===== src/rtl/fact_pkg.sv =====
// Shared constants for the memory-mapped factorial unit: FSM encodings,
// register word offsets and STATUS bit positions.
package fact_pkg;

  typedef enum logic [1:0] {
    ST_IDLE = 2'd0,
    ST_BUSY = 2'd1,
    ST_DONE = 2'd2
  } fact_state_e;

  localparam logic [2:0] FACT_N      = 3'd0;
  localparam logic [2:0] FACT_GO     = 3'd1;
  localparam logic [2:0] FACT_STATUS = 3'd2;
  localparam logic [2:0] FACT_RESULT = 3'd3;
  localparam logic [2:0] FACT_CYCLES = 3'd4;

  localparam int STATUS_DONE_BIT = 0;
  localparam int STATUS_ERR_BIT  = 1;
  localparam int STATUS_BUSY_BIT = 2;

endpackage


===== src/rtl/fact_engine.sv =====
// Iterative factorial engine: one multiply per cycle, error on n > MAX_N.
// Optional cycle counter is built only when FACT_CYCLE_CNT_EN is defined.
module fact_engine
  import fact_pkg::*;
#(
  parameter int DATA_W = 32,
  parameter int N_W    = 4,
  parameter int MAX_N  = 12
) (
  input  logic              clk,
  input  logic              rst,
  input  logic              start,
  input  logic [N_W-1:0]    n,
  output logic              busy,
  output logic              done,
  output logic              err,
  output logic [DATA_W-1:0] result,
  output logic [DATA_W-1:0] cycles,
  output fact_state_e       state_dbg
);

  // start is a single-cycle request; it is accepted only in IDLE or DONE and
  // silently dropped while BUSY. done/err stay valid until the next accepted start.
  fact_state_e          state_q, state_d;
  logic [N_W-1:0]       cnt;
  logic [DATA_W-1:0]    product;
  logic                 do_load, do_error, do_step, do_finish;

  always_comb begin
    state_d   = state_q;
    do_load   = 1'b0;
    do_error  = 1'b0;
    do_step   = 1'b0;
    do_finish = 1'b0;
    case (state_q)
      ST_IDLE, ST_DONE: begin
        if (start) begin
          if (int'(n) > MAX_N) begin
            state_d  = ST_DONE;
            do_error = 1'b1;
          end else begin
            state_d = ST_BUSY;
            do_load = 1'b1;
          end
        end
      end
      ST_BUSY: begin
        if (cnt <= N_W'(1)) begin
          state_d   = ST_DONE;
          do_finish = 1'b1;
        end else begin
          do_step = 1'b1;
        end
      end
      default: state_d = ST_IDLE;
    endcase
  end

  always_ff @(posedge clk or posedge rst) begin
    if (rst) begin
      state_q <= ST_IDLE;
      cnt     <= '0;
      product <= '0;
      done    <= 1'b0;
      err     <= 1'b0;
    end else begin
      state_q <= state_d;
      if (do_error) begin
        product <= '0;
        done    <= 1'b1;
        err     <= 1'b1;
      end else if (do_load) begin
        cnt     <= n;
        product <= DATA_W'(1);
        done    <= 1'b0;
        err     <= 1'b0;
      end else if (do_step) begin
        product <= product * {{(DATA_W-N_W){1'b0}}, cnt};
        cnt     <= cnt - N_W'(1);
      end else if (do_finish) begin
        done <= 1'b1;
      end
    end
  end

`ifdef FACT_CYCLE_CNT_EN
  logic [DATA_W-1:0] cycle_q;

  always_ff @(posedge clk or posedge rst) begin
    if (rst) begin
      cycle_q <= '0;
    end else if (do_load || do_error) begin
      cycle_q <= '0;
    end else if (state_q == ST_BUSY) begin
      cycle_q <= cycle_q + DATA_W'(1);
    end
  end

  assign cycles = cycle_q;
`else
  assign cycles = '0;
`endif

  assign busy      = (state_q == ST_BUSY);
  assign result    = product;
  assign state_dbg = state_q;

endmodule


===== src/rtl/fact_mmio_unit.sv =====
// Bus-facing register decode and read mux for the factorial engine.
// Optional CYCLES register depends on FACT_CYCLE_CNT_EN (see fact_engine).
module fact_mmio_unit
  import fact_pkg::*;
#(
  parameter int DATA_W = 32,
  parameter int N_W    = 4,
  parameter int MAX_N  = 12
) (
  input  logic              clk,
  input  logic              rst,
  input  logic              we,
  input  logic              sel,
  input  logic [2:0]        addr,
  input  logic [DATA_W-1:0] wd,
  output logic [DATA_W-1:0] rd,
  output logic              done,
  output logic              busy
);

  logic [N_W-1:0]    n_reg;
  logic              wr, start, err;
  logic [DATA_W-1:0] result, cycles;
  fact_state_e       state_dbg_unused;
  logic              wd_unused;

  assign wr        = we && sel;
  assign start     = wr && (addr == FACT_GO) && wd[0];
  assign wd_unused = ^wd[DATA_W-1:N_W];

  always_ff @(posedge clk or posedge rst) begin
    if (rst) begin
      n_reg <= '0;
    end else if (wr && addr == FACT_N) begin
      n_reg <= wd[N_W-1:0];
    end
  end

  fact_engine #(
    .DATA_W (DATA_W),
    .N_W    (N_W),
    .MAX_N  (MAX_N)
  ) u_engine (
    .clk       (clk),
    .rst       (rst),
    .start     (start),
    .n         (n_reg),
    .busy      (busy),
    .done      (done),
    .err       (err),
    .result    (result),
    .cycles    (cycles),
    .state_dbg (state_dbg_unused)
  );

  always_comb begin
    rd = '0;
    case (addr)
      FACT_N:      rd = {{(DATA_W-N_W){1'b0}}, n_reg};
      FACT_STATUS: begin
        rd[STATUS_DONE_BIT] = done;
        rd[STATUS_ERR_BIT]  = err;
        rd[STATUS_BUSY_BIT] = busy;
      end
      FACT_RESULT: rd = result;
      FACT_CYCLES: rd = cycles;
      default:     rd = '0;
    endcase
  end

endmodule

===== config.mk =====
export PLATFORM = sky130hd
export DESIGN_NAME = fact_mmio_unit
export DESIGN_NICKNAME = d
export VERILOG_FILES = /design/src/rtl/fact_pkg.sv /design/src/rtl/fact_engine.sv /design/src/rtl/fact_mmio_unit.sv
export SDC_FILE = /design/constraint.sdc
export NUM_CORES = 1
export LEC_CHECK = 0
export ABC_AREA = 1
export ABC_CLOCK_PERIOD_IN_PS = 9900
export BUFFER_PORTS_ARGS = -buffer_cell sky130_fd_sc_hd__clkbuf_2
export CORE_AREA = 2 2 152 154
export DETAILED_ROUTE_END_ITERATION = 16
export DIE_AREA = 0 0 154 156
export HOLD_SLACK_MARGIN = 0.1
export PLACE_DENSITY = 0.52
export SYNTH_ARGS = -nofsm -noshare
export SYNTH_HDL_FRONTEND = slang
export SYNTH_SLANG_ARGS = --single-unit

===== constraint.sdc =====
create_clock -name clk -period 9.9 [get_ports clk]
set_input_delay 0.99 -clock clk [delete_from_list [all_inputs] [get_ports clk]]
set_output_delay 0.99 -clock clk [all_outputs]
set_load 0.02 [all_outputs]

==> flow_metrics.py, run 1 <==
metrics = {
    "status": {
        "outcome": "finished clean",
    },
    "route": {
        "routed_wl_um": 17300,
        "first_iter_violations": 290,
        "drtPass1Iterations": 4,
        "drc": 0,
        "routedWlPerCell_um": 12.3,
        "antenna_left": 0,
        "avgViaCountPerCell": 4.31,
        "vias": 6078,
    },
    "clocking": {
        "ctsLongestPathBuffers": 2,
        "clk_pin_slew_ns": 0.06,
        "numCtsBuffers": 5,
        "clock-sinks": 44,
        "post_cts_resized": 0,
        "clockRootBuffer": "clkbuf_16",
        "cts_tree": "yes",
        "cts_max_level": 2,
        "clk_latency_ns": 0.30,
        "post-cts-setup-buffers": 0,
        "hold_buffers": 0,
    },
    "power_and_ir_drop": {
        "cellPowerDensity_nw_per_um2": 327,
        "total_power_mw": 2.39,
        "p_leak_nw": 4.75,
        "ir_worst_vdd_mv": 0.103,
    },
    "yosys": {
        "ys.flop_type": "dfrtp_1",
        "async_reset_ff_share_pct": 100,
        "synth_cell_types": 36,
        "yosysWarnings": 0,
        "syn_avg_cell_area_um2": 6.08,
        "syn_nets": 1224,
        "ys_ff_latch": 44,
        "synth-edff-count": 0,
        "ys_seq_area_share_pct": 16.6,
        "synthCells": 1094,
        "syn_area_um2": 6650,
    },
    "timing": {
        "finalSetupTns_ns": 0,
        "hold_slack_ns": 0.501,
        "worst_slew_pin_slew_ns": 1.01,
        "rsz0062_at_grt": "no",
        "relSlewSlack_pct": 32.8,
        "layout_min_cycle_time_ns": 3.74,
        "max_freq_ghz": 0.267,
        "clock_skew_ns": 0.00526,
        "fin_crit_sh_pct": 37.8,
        "setup_viol": 0,
        "drv_slew": 0,
        "hold_viol": 0,
    },
    "die": {
        "io-pin-count": 73,
        "dieArea_um2": 24000,
        "rows": 55,
        "die_w_um": 154,
        "start_util_pct": 29.7,
        "die_y_um": 156,
        "core_um2": 22400,
    },
    "setup_path": {
        "r2r-end": "u_engine.result[29]",
        "critPathCapture": "u_engine.result[29]",
        "crit_slowest_cell": "dfrtp_1",
        "crit_fanout": 18,
        "endpoint_kind": "flop",
        "required_ns": 10.09,
        "startpoint": "u_engine.cnt[1]",
        "critPathLaunchType": "flop",
        "crit_path_max_incr_delay_ns": 0.62,
        "reg2reg_from": "u_engine.cnt[1]",
        "crit_type": "reg2reg",
        "arrival_ns": 3.93,
        "path_cells": "buf_4, nand2_1, inv_1, fa_1, inv_1, fa_1, inv_1, ha_1, nand2_1, inv_1, nand2_1, nor3_1, inv_1, nor2_1, nand2_1, nand2_1, nand2_1, nand3_1, nand2_1",
        "reg2reg_slack_ns": 6.16,
        "reg2regPathDepth": 19,
        "cp_common_cell": "nand2_1",
    },
    "place": {
        "io_buffers": 44,
        "hpwl_um": 13700,
        "placed_cell_area_um2": 7160,
        "globalplace.congestion": 0.910,
    },
    "global_routing": {
        "grt_pass1_wl_um": 30000,
        "grt_pass1_vias": 6093,
        "grt_max_degree": 45,
        "grt_antenna_before_repair": 0,
        "track_usage_pct": 15.4,
        "overflow": 0,
    },
    "finish": {
        "nets": 1256,
        "final_layout_size_suffix_gt1_share_pct": 7.02,
        "diodes": 0,
        "fin_area_um2": 7310,
        "synthToLayoutAreaGrowth_pct": 9.89,
        "largest_reg_flops": 32,
    },
    "job": {
        "drv_cap": 0,
    },
    "hold_path": {
        "hold_class": "reg2reg",
    },
}
cell type report:
type | count | area, um2
repair buffers | 49 | 258
clock buffers | 7 | 153
multi-input cells | 693 | 4190
inverters | 333 | 1250
fillers | 2565 | 15100
well taps | 285 | 357
flip-flops and latches | 44 | 1100
synthesized netlist by cell type, types with 5 or more instances:
| cell type | instances | share of area, % |
|---|---|---|
| inv_2 | 5 | 0.28 |
| clkbuf_1 | 16 | 0.90 |
| buf_2 | 6 | 0.45 |
| nand2_1 | 365 | 21 |
| nand3_1 | 61 | 4.6 |
| fa_1 | 57 | 17 |
| inv_1 | 328 | 19 |
| o22ai_1 | 10 | 0.94 |
| nand4_1 | 5 | 0.47 |
| ha_1 | 34 | 6.4 |
| xnor2_1 | 8 | 1.1 |
| nor2_1 | 66 | 3.7 |
| o21ai_0 | 18 | 1.4 |
| nor3_1 | 10 | 0.75 |
| dfrtp_1 | 44 | 17 |
| a21oi_1 | 23 | 1.7 |
worst max-delay path, delay by kind of cell (launching register included):
family / cells / cell delay (ns)
adder cells (fa/ha/maj): 3 / 1.36
flip-flops: 1 / 0.62
AND/OR/NAND/NOR: 10 / 0.97
buffers and inverters: 6 / 0.67
how the worst min path moves through the flow:
stage | start | depth (start not counted) | to
3_3_place_gp | u_engine.err | 1 | u_engine.err
4_1_cts | u_engine.err | 1 | u_engine.err
5_1_grt | u_engine.err | 1 | u_engine.err
2_1_floorplan | u_engine.err | 1 | u_engine.err
3_5_place_dp | u_engine.err | 1 | u_engine.err
6_report | u_engine.err | 1 | u_engine.err
stage by stage:
stage / utilization [%] / worst slack (ns) / instances
5_1_grt: 32.7 / 5.85 / 1411
2_1_floorplan: - / 6.49 / 1094
6_report: 32.7 / 6.16 / 1411
4_1_cts: 32.7 / 6.15 / 1411
3_3_place_gp: 32.0 / 6.20 / 1404
3_5_place_dp: 32.0 / 6.19 / 1404
kinds of logic (layout without fill, tap and decap cells):
| family | Yosys count | after routing | synth area share (%) |
|---|---|---|---|
| AND/OR/NAND/NOR | 524 | 524 | 32.2 |
| buffers and inverters | 357 | 389 | 20.4 |
| adder cells (fa/ha/maj) | 91 | 91 | 23.5 |
| AO/OA/AOI/OAI | 66 | 66 | 5.57 |
| flip-flops | 44 | 44 | 16.6 |
| XOR/XNOR | 9 | 9 | 1.18 |
| multiplexers | 3 | 3 | 0.508 |
layout by cell type, fill, tap and decap left out, drive strengths merged:
master,Yosys,layout
o21bai,4,4
inv,333,333
a21oi,23,23
buf,8,5
nand4,5,5
clkbuf,16,51
xnor2,8,8
nand3b,1,1
o211ai,1,1
nor3,12,12
or2,1,1
nor2,71,71
ha,34,34
nand3,62,62
mux2,3,3
a21o,1,1
xor2,1,1
o21a,1,1
dfrtp,44,44
nand2,371,371
o21ai,22,22
o22ai,10,10
and2,1,1
a22o,2,2
fa,57,57
a31oi,2,2
metal layers:
| layer | track usage (%) | part of all wire (%) |
|---|---|---|
| met1 | 20.6 | 50 |
| met2 | 27.2 | 46 |
| met3 | 2.00 | 2.5 |
| met4 | 2.27 | 0.80 |
| met5 | 0 | 0 |
power by group:
part           internal (mW)  switching (mW)
Clock                  0.106          0.0784
Combinational          0.624            1.21
Sequential             0.253           0.123
Total                  0.983            1.41
(Power assumes the default switching activity.)
==> run 2: changes to the inputs <==
--- a/config.mk
+++ b/config.mk
@@ -6,7 +6,7 @@
 export NUM_CORES = 1
 export LEC_CHECK = 0
 export ABC_AREA = 1
-export ABC_CLOCK_PERIOD_IN_PS = 9900
+export ABC_CLOCK_PERIOD_IN_PS = 3610
 export BUFFER_PORTS_ARGS = -buffer_cell sky130_fd_sc_hd__clkbuf_2
 export CORE_AREA = 2 2 152 154
 export DETAILED_ROUTE_END_ITERATION = 16
==> constraint.sdc (replaced) <==
create_clock -name clk -period 3.61 [get_ports clk]
set_input_delay 0.361 -clock clk [delete_from_list [all_inputs] [get_ports clk]]
set_output_delay 0.361 -clock clk [all_outputs]
set_load 0.02 [all_outputs]
==> flow_metrics.py, run 2 (synthesis results as in run 1) <==
metrics = {
    "global_routing": {
        "grt_antenna_before_repair": 0,
        "overflow": 0,
        "grt_pass1_vias": 6147,
        "grt_pass1_wl_um": 30500,
        "track_usage_pct": 15.7,
        "grt_max_degree": 45,
    },
    "power_and_ir_drop": {
        "swShare_pct": 58.9,
        "internal_power_mw": 2.82,
        "cellPowerDensity_nw_per_um2": 915,
        "p_clk_share_pct": 7.3,
        "p_leak_nw": 4.84,
        "ir_worst_vdd_mv": 0.261,
        "p_seq_share_pct": 14.4,
        "power_frac_comb_pct": 78.3,
        "p_sw_mw": 4.04,
    },
    "clocking": {
        "clock-sinks": 44,
        "cts_tree": "yes",
        "numCtsBuffers": 5,
        "clk_latency_ns": 0.30,
        "ctsLongestPathBuffers": 2,
        "cts_max_level": 2,
        "clk_pin_slew_ns": 0.07,
        "clockRootBuffer": "clkbuf_16",
    },
    "timing": {
        "finalSetupTns_ns": 0,
        "layout_min_cycle_time_ns": 3.45,
        "worst_slew_pin_slew_ns": 1.01,
        "max_freq_ghz": 0.290,
        "clock_skew_ns": 0.00699,
        "setup_viol": 0,
        "fin_crit_sh_pct": 95.6,
        "drv_slew": 0,
        "rsz0062_at_grt": "yes",
        "relSlewSlack_pct": 32.2,
        "hold_viol": 0,
    },
    "route": {
        "drtPass1Iterations": 5,
        "routed_wl_um": 18000,
        "first_iter_violations": 277,
        "avgViaCountPerCell": 4.34,
        "drc": 0,
        "antenna_left": 0,
        "vias": 6173,
        "routedWlPerCell_um": 12.7,
    },
    "setup_path": {
        "path_cells": "buf_12, nand2_1, inv_1, fa_1, inv_1, fa_1, inv_1, ha_1, nand2_1, inv_1, nand2_1, nor3_2, nand4_1, nand3_1, nand2_1, nand3_1, nand2_1",
        "arrival_ns": 3.64,
        "required_ns": 3.80,
        "crit_slowest_cell": "fa_1",
        "endpoint_kind": "flop",
        "cp_common_cell": "nand2_1",
        "crit_fanout": 16,
        "startpoint": "u_engine.cnt[3]",
        "critPathBufInv": 5,
        "critPathLaunchType": "flop",
        "crit_path_max_incr_delay_ns": 0.55,
        "cp_top_family": "adder cells",
        "reg2reg_from": "u_engine.cnt[3]",
        "crit_type": "reg2reg",
    },
    "job": {
        "drv_cap": 0,
    },
    "finish": {
        "fin_area_um2": 7490,
        "final_layout_size_suffix_gt1_share_pct": 9.85,
        "diodes": 0,
        "synthToLayoutAreaGrowth_pct": 12.6,
        "final_cell_mix": "nand2_1 (359), inv_1 (327), nor2_1 (64)",
        "largest_reg_flops": 32,
        "final_common_cell": "nand2_1",
        "nets": 1266,
    },
    "die": {
        "io-pin-count": 73,
        "die_y_um": 156,
        "core_um2": 22400,
        "dieArea_um2": 24000,
        "die_w_um": 154,
        "start_util_pct": 29.7,
        "rows": 55,
    },
    "place": {
        "placed_cell_area_um2": 7250,
        "hpwl_um": 14400,
        "globalplace.congestion": 0.878,
        "io_buffers": 44,
    },
    "hold_path": {
        "hold_class": "in2async",
    },
    "status": {
        "outcome": "finished clean",
    },
}
run 2: final timing paths:
path / slack, ns / depth (start not counted) / endpoint
setup / recovery: 0.16 / 17 / u_engine.result[20]
hold / removal: 0.28 / 2 / n_reg[0]
setup reg to reg: 0.16 / 17 / u_engine.result[20]
hold reg to reg: 0.51 / 1 / u_engine.err
max in group asynchronous: 2.70 / 2 / u_engine.result[26]
min in group clk: 0.28 / 2 / n_reg[3]
run 2: routing by layer:
layer	share of wire, %	up-vias	GRT usage [%]	wire [um]
met5	0	-	0	0
met4	1.3	0	4.01	231
met3	3.0	14	1.56	542
met2	47	89	26.9	8450
met1	49	2835	21.3	8800
li1	-	3235	-	-
run 2: per-stage QoR:
stage | hold WS (ns) | cells | worst slack (ns) | total power, mW | util [%]
2_1_floorplan | 0.464 | 1094 | 0.199 | 4.88 | -
3_3_place_gp | 0.495 | 1413 | 0.196 | 6.17 | 32.4
3_5_place_dp | 0.491 | 1413 | 0.146 | 6.26 | 32.4
4_1_cts | 0.278 | 1421 | 0.122 | 6.80 | 33.1
5_1_grt | 0.293 | 1422 | -0.0332 | 7.80 | 33.5
6_report | 0.282 | 1422 | 0.159 | 6.85 | 33.5
run 2: power by group through the flow:
stage | logic (mW) | clock network [mW] | registers [mW]
after floorplan | 3.99 | 0 | 0.883
final | 5.37 | 0.501 | 0.987
after global routing | 6.25 | 0.527 | 1.03
after detailed placement | 5.26 | 0 | 0.997
after CTS | 5.30 | 0.515 | 0.990
after global placement | 5.17 | 0 | 1.00
run 2: worst register-to-register path, cell delays in order (launching register included):
cell and delay, ns:
dfrtp_1 0.40, buf_12 0.16, nand2_1 0.07, inv_1 0.05, fa_1 0.55, inv_1 0.06
fa_1 0.54, inv_1 0.04, ha_1 0.35, nand2_1 0.14, inv_1 0.10, nand2_1 0.12
nor3_2 0.21, nand4_1 0.21, nand3_1 0.12, nand2_1 0.05, nand3_1 0.11, nand2_1 0.06
run 2: layout make-up:
type / instances / area, um2
repair buffers: 59 / 358
flip-flops and latches: 44 / 1100
fillers: 2528 / 14900
inverters: 333 / 1250
multi-input cells: 693 / 4280
clock buffers: 6 / 139
well taps: 285 / 357
clock inverters: 2 / 10.0
run 2: what timing repair did:
action                     in CTS  in global routing
hold buffers                    0                  0
buffers inserted                0                  1
setup endpoints to repair       0                 13
hold endpoints to repair        0                  0
resized for setup               0                 24
